## config.mk

```make
export PLATFORM = sky130hd
export DESIGN_NAME = spart_tx_flat
export DESIGN_NICKNAME = d
export VERILOG_FILES = /design/src/rtl/spart_tx_if.sv /design/src/rtl/spart_tx.sv /design/src/flat_wrapper.sv
export SDC_FILE = /design/constraint.sdc
export NUM_CORES = 1
export LEC_CHECK = 0
export ABC_AREA = 1
export CORE_MARGIN = 10
export CORE_UTILIZATION = 35
export DETAILED_ROUTE_END_ITERATION = 16
export SLEW_MARGIN = 20
export SYNTH_ARGS = -nofsm -noshare
export SYNTH_HDL_FRONTEND = slang
export SYNTH_SLANG_ARGS = --single-unit
```

## constraint.sdc

```tcl
create_clock -name clk -period 1.89 [get_ports clk]
set_input_delay 0.2835 -clock clk [delete_from_list [all_inputs] [get_ports clk]]
set_output_delay 0.2835 -clock clk [all_outputs]
set_load 0.005 [all_outputs]
```

## src/rtl/spart_tx_if.sv

```systemverilog
// SPART transmit-side bus bundle: processor register access, baud tick and
// serial line/status outputs.
interface spart_tx_if;
   logic       iocs;
   logic       iorw;
   logic [1:0] ioaddr;
   logic [7:0] data;
   logic       enable;
   logic       txd;
   logic       tbr;

   modport master (output iocs, iorw, ioaddr, data, enable, input txd, tbr);
   modport slave  (input iocs, iorw, ioaddr, data, enable, output txd, tbr);
endinterface

```

## src/rtl/spart_tx.sv

```systemverilog
// SPART UART transmitter: one-entry holding register feeding an 8N1 shift
// register, bit timing driven by the 16x baud enable.
module spart_tx #(
   parameter int TICKS_PER_BIT = 16
) (
   input  logic       clk,
   input  logic       rst,
   spart_tx_if.slave  bus
);

   typedef enum logic [1:0] {S_IDLE, S_START, S_DATA, S_STOP} state_t;

   // The tick counter is 4 bits wide, so TICKS_PER_BIT must lie in 2..16.
   localparam logic [3:0] TICK_LAST = 4'(TICKS_PER_BIT - 1);

   state_t     r_state, w_state_next;
   logic [3:0] r_tick,  w_tick_next;
   logic [2:0] r_bit,   w_bit_next;
   logic       r_full,  w_full_next;
   logic [7:0] r_thr,   w_thr_next;
   logic [7:0] r_shift, w_shift_next;

   logic w_wr;
   logic w_accept;
   logic w_load;
   logic w_bit_end;
   logic w_txd;

   assign w_wr      = bus.iocs & ~bus.iorw & (bus.ioaddr == 2'b00);
   // A write landing in the same cycle as a THR transfer still sees full=1
   // and is dropped; software must poll tbr.
   assign w_accept  = w_wr & ~r_full;
   assign w_bit_end = bus.enable & (r_tick == TICK_LAST);

   // NOTE: every always_comb output gets a default first so no path leaves it
   // unassigned, which would otherwise infer a latch.
   always_comb begin
      w_state_next = r_state;
      w_tick_next  = r_tick;
      w_bit_next   = r_bit;
      w_shift_next = r_shift;
      w_load       = 1'b0;

      if (r_state != S_IDLE && bus.enable)
         w_tick_next = w_bit_end ? 4'd0 : r_tick + 4'd1;

      unique case (r_state)
         S_IDLE: begin
            w_tick_next = 4'd0;
            if (r_full) begin
               w_load       = 1'b1;
               w_state_next = S_START;
            end
         end
         S_START: begin
            if (w_bit_end) begin
               w_bit_next   = 3'd0;
               w_state_next = S_DATA;
            end
         end
         S_DATA: begin
            if (w_bit_end) begin
               if (r_bit == 3'd7) begin
                  w_state_next = S_STOP;
               end else begin
                  w_shift_next = {1'b0, r_shift[7:1]};
                  w_bit_next   = r_bit + 3'd1;
               end
            end
         end
         S_STOP: begin
            if (w_bit_end) begin
               if (r_full) begin
                  w_load       = 1'b1;
                  w_state_next = S_START;
               end else begin
                  w_state_next = S_IDLE;
               end
            end
         end
         default: w_state_next = S_IDLE;
      endcase

      if (w_load)
         w_shift_next = r_thr;
   end

   assign w_thr_next  = w_accept ? bus.data : r_thr;
   assign w_full_next = w_accept ? 1'b1 : (w_load ? 1'b0 : r_full);

   always_comb begin
      w_txd = 1'b1;
      unique case (r_state)
         S_START: w_txd = 1'b0;
         S_DATA:  w_txd = r_shift[0];
         default: w_txd = 1'b1;
      endcase
   end

   // txd decodes straight from reset-cleared state, so a reset forces the
   // line high without waiting for a clock edge.
   assign bus.txd = w_txd;
   assign bus.tbr = ~r_full;

   // NOTE: sequential state uses non-blocking assignments so every register
   // samples the pre-edge values of its neighbours.
   always_ff @(posedge clk or posedge rst) begin
      if (rst) begin
         r_state <= S_IDLE;
         r_tick  <= 4'd0;
         r_bit   <= 3'd0;
         r_full  <= 1'b0;
         r_thr   <= 8'h00;
         r_shift <= 8'h00;
      end else begin
         r_state <= w_state_next;
         r_tick  <= w_tick_next;
         r_bit   <= w_bit_next;
         r_full  <= w_full_next;
         r_thr   <= w_thr_next;
         r_shift <= w_shift_next;
      end
   end

endmodule

```

## src/flat_wrapper.sv

```systemverilog
// flat-port wrapper written by rule: the top's interface ports become plain ports
module spart_tx_flat 
#(
   parameter int TICKS_PER_BIT = 16
)
  (clk, rst, bus_iocs, bus_iorw, bus_ioaddr, bus_data, bus_enable, bus_txd, bus_tbr);
  spart_tx_if bus_i ();
  input  logic clk;
  input  logic rst;
  input wire logic [$bits(bus_i.iocs)-1:0] bus_iocs;
  input wire logic [$bits(bus_i.iorw)-1:0] bus_iorw;
  input wire logic [$bits(bus_i.ioaddr)-1:0] bus_ioaddr;
  input wire logic [$bits(bus_i.data)-1:0] bus_data;
  input wire logic [$bits(bus_i.enable)-1:0] bus_enable;
  output wire logic [$bits(bus_i.txd)-1:0] bus_txd;
  output wire logic [$bits(bus_i.tbr)-1:0] bus_tbr;
  assign bus_i.iocs = bus_iocs;
  assign bus_i.iorw = bus_iorw;
  assign bus_i.ioaddr = bus_ioaddr;
  assign bus_i.data = bus_data;
  assign bus_i.enable = bus_enable;
  assign bus_txd = bus_i.txd;
  assign bus_tbr = bus_i.tbr;
  spart_tx #(.TICKS_PER_BIT(TICKS_PER_BIT)) u_core (.clk(clk), .rst(rst), .bus(bus_i));
endmodule
```

# [Yosys cells after proc, flatten, opt, wreduce, memory -nomap -nowiden]
# Cells that the tools add are included.
[totals] register_bits=26 out_inout_bits=2 word_cells=62
[op_classes] addsub=2 n_eq_ne=12 n_mux=24 bitwise_logic=6 n_reduce_logical=12
[ops] op="8-bit two-way mux" n=4
[ops] op="4-bit two-way mux" n=3
[ops] op="2-bit by 1-bit != test with 1-bit output (second input constant)" n=6
[ops] op="2-bit nonzero test" n=6
[ops] op="2-bit two-way mux" n=5
[ops] op="3-bit two-way mux" n=3
[ops] op="2-bit case mux with 4 select lines" n=1
[ops] op="3-bit case mux with 2 select lines" n=1
[ops] op="1-bit two-way mux" n=5
[ops] op="5-bit AND reduction" n=1
[ops] op="4-bit by 1-bit adder with 4-bit output (second input constant)" n=1
[ops] op="1-bit bitwise AND" n=4
[ops] op="2-bit == test (second input constant)" n=2
[ops] op="4-bit == test (second input constant)" n=1
[ops] op="2-bit zero test" n=2
[ops] op="1-bit case mux with 2 select lines" n=2
[ops] op="4-bit AND reduction" n=1
[ops] op="3-bit by 1-bit adder with 3-bit output (second input constant)" n=1
[ops] op="3-bit == test (second input constant)" n=1
[ops] op="3-bit AND reduction" n=1
[ops] op="2-bit by 1-bit == test with 1-bit output (second input constant)" n=1
[ops] op="2-bit != test (second input constant)" n=1
[ops] op="1-bit inverter" n=2
[ops] op="1-bit logical AND" n=1

# [Logic depth before layout (Yosys ltp)]
[logic_depth] depth_word=6 ltp_mapped=10 mapped_depth_nobuf=9

# [Worst setup path before layout]
# OpenSTA, ideal clock, no wires.
[synth_path] kind="reg-to-reg" start="reg u_core.r_bit[0]" end="reg u_core.r_shift[0]" arrival_ps=1369 required_time_ps=1773 slack_ps=404 stages_incl_launch_ff=9 path_buffers=0 synth_period_minus_slack_ps=1486 cell_sequence="dfrtp_1 ha_1 ha_1 inv_1 nand2_1 nor2_2 inv_2 nand3_1 nand2_1"
[synth_between] elab_chain_cells=3
[synth_lines] element="start: declaration" line="spart_tx.sv:18" rtl="logic [2:0] r_bit, w_bit_next;"
[synth_lines] element="start signal: assignment" line="spart_tx.sv:118" rtl="r_bit <= w_bit_next;"
[synth_lines] element="3-bit == test" line="spart_tx.sv:63" rtl="if (r_bit == 3'd7) begin"
[synth_lines] element="2-bit by 1-bit != test with 1-bit output (no line)"
[synth_lines] element="3-bit AND reduction (no line)"
[synth_lines] element="end signal: assignment" line="spart_tx.sv:121" rtl="r_shift <= w_shift_next;"
[synth_lines] element="end: declaration" line="spart_tx.sv:21" rtl="logic [7:0] r_shift, w_shift_next;"
# Every way passes these cells.
# A chain may end at the register's enable or synchronous reset.

# [Final worst setup path]
[layout_path] start="reg u_core.r_state[0]" end="out bus_txd"
[layout_between] elab_chain_cells=2 elab_cells_between_ends=3
[layout_lines] element="start: declaration" line="spart_tx.sv:16" rtl="state_t r_state, w_state_next;"
[layout_lines] element="start signal: assignment" line="spart_tx.sv:116" rtl="r_state <= w_state_next;"
[layout_lines] element="2-bit == test or 2-bit by 1-bit == test with 1-bit output (tied branches)" line="spart_tx.sv:93" rtl="unique case (r_state)"
[layout_lines] element="1-bit case mux with 2 select lines (*)" line="spart_tx.sv:93"
[layout_lines] element="end: declaration" line="flat_wrapper.sv:15" rtl="output wire logic [$bits(bus_i.txd)-1:0] bus_txd;"
# Every way passes the cells marked *; elsewhere a longest branch is shown, timed or not.

==> flow_summary_export.csv <==
group,metric,value,unit
grt,grt_max_degree,27,
die,start_util,0.368,
sta,relSlewSlack,0.775,
cts,cts_tree,"yes",
synthesis,synth_xor_area_frac,0,
synthesis,yosysSeqAreaShare,0.476,
routing,drcViolationCount,0,
routing,vias,1144,
synthesis,yosysWarnings,0,
sta,fin_crit_sh,0.922,
synthesis,syn_inst,170,
sta,layout_min_cycle_time,1740,ps
status,outcome,"finished clean",
cells_and_area,area_growth,24.6,%
synthesis,synth_adder_area_share,0.0732,
power_and_ir_drop,p_leak,0.000887,uW
power_and_ir_drop,ir_drop,0.000642,V
worst_setup_path,crit_type,"register to primary output",
worst_setup_path,ff2ff_path_depth,11,
worst_setup_path,critPathLaunchType,"register",
cts,clkTransAtPathRegs,90,ps
synthesis,ys_seq_elements,26,
die,dieHeight,82.5,um
place,gp_congestion,0.713,
routing,wl,2800,um
cells_and_area,antennaDiodeCount,0,
die,placementRows,22,
worst_setup_path,cp-end-kind,"primary output",
synthesis,syn_nets,193,
synthesis,syn-cell-area,1370,sq um
cts,cts_htree_levels,1,
routing,ant_nets,0,
cells_and_area,design_area,1700,sq um
place,post-dp-hpwl,2150,um
grt,gr-usage-all-layers,0.0941,
die,dieArea,6810,sq um
cts,cts-root-buf,"clkbuf_8",
routing,post_drt_wl_per_cell,11.5,um
grt,antenna_found_initial,0,
worst_setup_path,crit_end,"bus_txd",
die,pin_count,17,
cts,cts_buffer_depth,2,
sta,setup_violations,0,
sta,worstMarginPinSlew,338,ps
worst_setup_path,worst_ep_arrival_time,1460,ps
synthesis,syn_avg_cell_area,8.04,sq um
job,maxCapViolations,0,
cells_and_area,layout_common_cells,"nand2_1, dfrtp_1, nand3_1",
synthesis,synthMuxAreaShare,0,
sta,fmax,574,MHz
routing,first_iter_violations,43,
power_and_ir_drop,powerDensity,1350,nW/um^2
worst_setup_path,rrSetupSlack,250,ps
synthesis,yosys.area_share.simple,0.316,
die,die_w,82.5,um
sta,grt_setup_unrepaired,"false",
sta,finalSetupTns,0,ps
synthesis,synth_compound_area_frac,0.0686,
worst_hold_path,hp-class,"input port to asynchronous set/reset pin",
grt,grt_pass1_vias,1230,
routing,avgViaCountPerCell,4.69,
cts,cts_buffers,3,
die,core_area,3720,sq um
worst_setup_path,crit_required,1610,ps
grt,grt_pass1_wl,5170,um
synthesis,synth_cell_type_count,22,
cts,clock_latency,270,ps
cells_and_area,drive_above_1_share,0.117,
routing,drt_pre_antenna_iters,4,
grt,gr-total-overflow,0,
sta,maxSlewViolCount,0,
sta,hold_viol,0,
cts,cts.sinks,26,
place,placed_area,1610,sq um
place,port_buffers,16,
sta,finClkSkew,2.44,ps
worst_setup_path,regToRegEndpoint,"u_core.r_shift[1]",
synthesis,synth_top_family_by_area,"simple AND/OR/NAND/NOR gates",
cells_and_area,final_common_cell,"nand2_1",
cells_and_area,fin_nets,220,
worst_setup_path,r2r-start,"u_core.r_state[1]",
worst_setup_path,cp-startpoint,"u_core.r_state[0]",
worst_setup_path,critPathMaxFanout,3,
## repair_timing
action / in CTS / in global routing
gates resized for setup: 1 / 2
endpoints found under the setup margin: 1 / 1
hold buffers: 0 / 0
setup buffers: 2 / 1
pin swaps: 0 / 0
## power breakdown
part | leakage, uW | total [uW] | switching, uW | internal (uW)
logic | 0.000537 | 943 | 531 | 411
registers | 0.000314 | 912 | 132 | 780
clock network | 0.0000357 | 454 | 171 | 283
## metal layers
| layer | wire (um) | GRT usage | vias up |
|---|---|---|---|
| met4 | 38 | 0.0334 | 0 |
| met1 | 1240 | 0.101 | 529 |
| met2 | 1420 | 0.174 | 22 |
| met3 | 109 | 0.0238 | 5 |
| met5 | 0 | 0 | - |
| li1 | - | - | 588 |
## state kept, by name, indices dropped and copies added (netlist names)
register / flops
u_core.r_full: 1
u_core.r_bit: 3
u_core.r_shift: 8
u_core.r_thr: 8
u_core.r_state: 2
u_core.r_tick: 4
## synthesized netlist by cell type, drive strengths merged
master	number	area [sq um]
o21bai	1	7.51
nor3	1	5.00
clkinv	1	3.75
inv	19	71.3
nand3b	1	11.3
buf	2	16.3
or2	1	6.26
nand3	20	100
nand2	58	240
nor2	14	62.6
ha	8	100
nand4	1	6.26
o21ai	7	35.0
o22ai	1	6.26
dfrtp	26	651
a21oi	9	45.0
## how the worst min path moves through the flow
stage,from,to,slack (ps),depth (start not counted)
finish,rst,u_core.r_tick[0],360,3
global route,rst,u_core.r_tick[0],420,3
CTS,rst,u_core.r_tick[0],380,3
detailed placement,u_core.r_bit[1],u_core.r_bit[1],490,2
global placement,u_core.r_bit[2],u_core.r_bit[2],470,2
floorplan,rst,u_core.r_bit[0],320,1
## per-stage QoR
step | utilization | hold WS [ps] | setup slack, ps | std cells | power, uW
after floorplan | - | 324 | 404 | 170 | 1530
after global placement | 0.433 | 469 | 109 | 237 | 1780
after detailed placement | 0.433 | 490 | 61.3 | 237 | 1830
after CTS | 0.456 | 377 | 59.4 | 243 | 2310
after global routing | 0.459 | 422 | 64.0 | 244 | 2550
final | 0.459 | 364 | 147 | 244 | 2310
## final cells by class
type	count	area [sq um]
clock buffer	3	41.3
clock inverter	1	30.0
sequential	26	651
timing repair buffer	24	219
inverter	20	75.1
multi-input combinational	122	628
fill	391	2010
tap	48	60.1
## kinds of logic after synthesis
| kind of cell | count (synthesis) |
|---|---|
| simple gates | 96 |
| fa+ha+maj | 8 |
| flops | 26 |
| compound gates | 18 |
| buf+inv | 22 |
## worst max-delay path, cell delays in order (launching register included)
cell,delay (ps)
dfrtp_1,380
inv_1,60
ha_1,210
or2_4,260
nand2_1,50
dlygate4sd2_1,230
No activity file was read; power rests on OpenSTA's default activity.
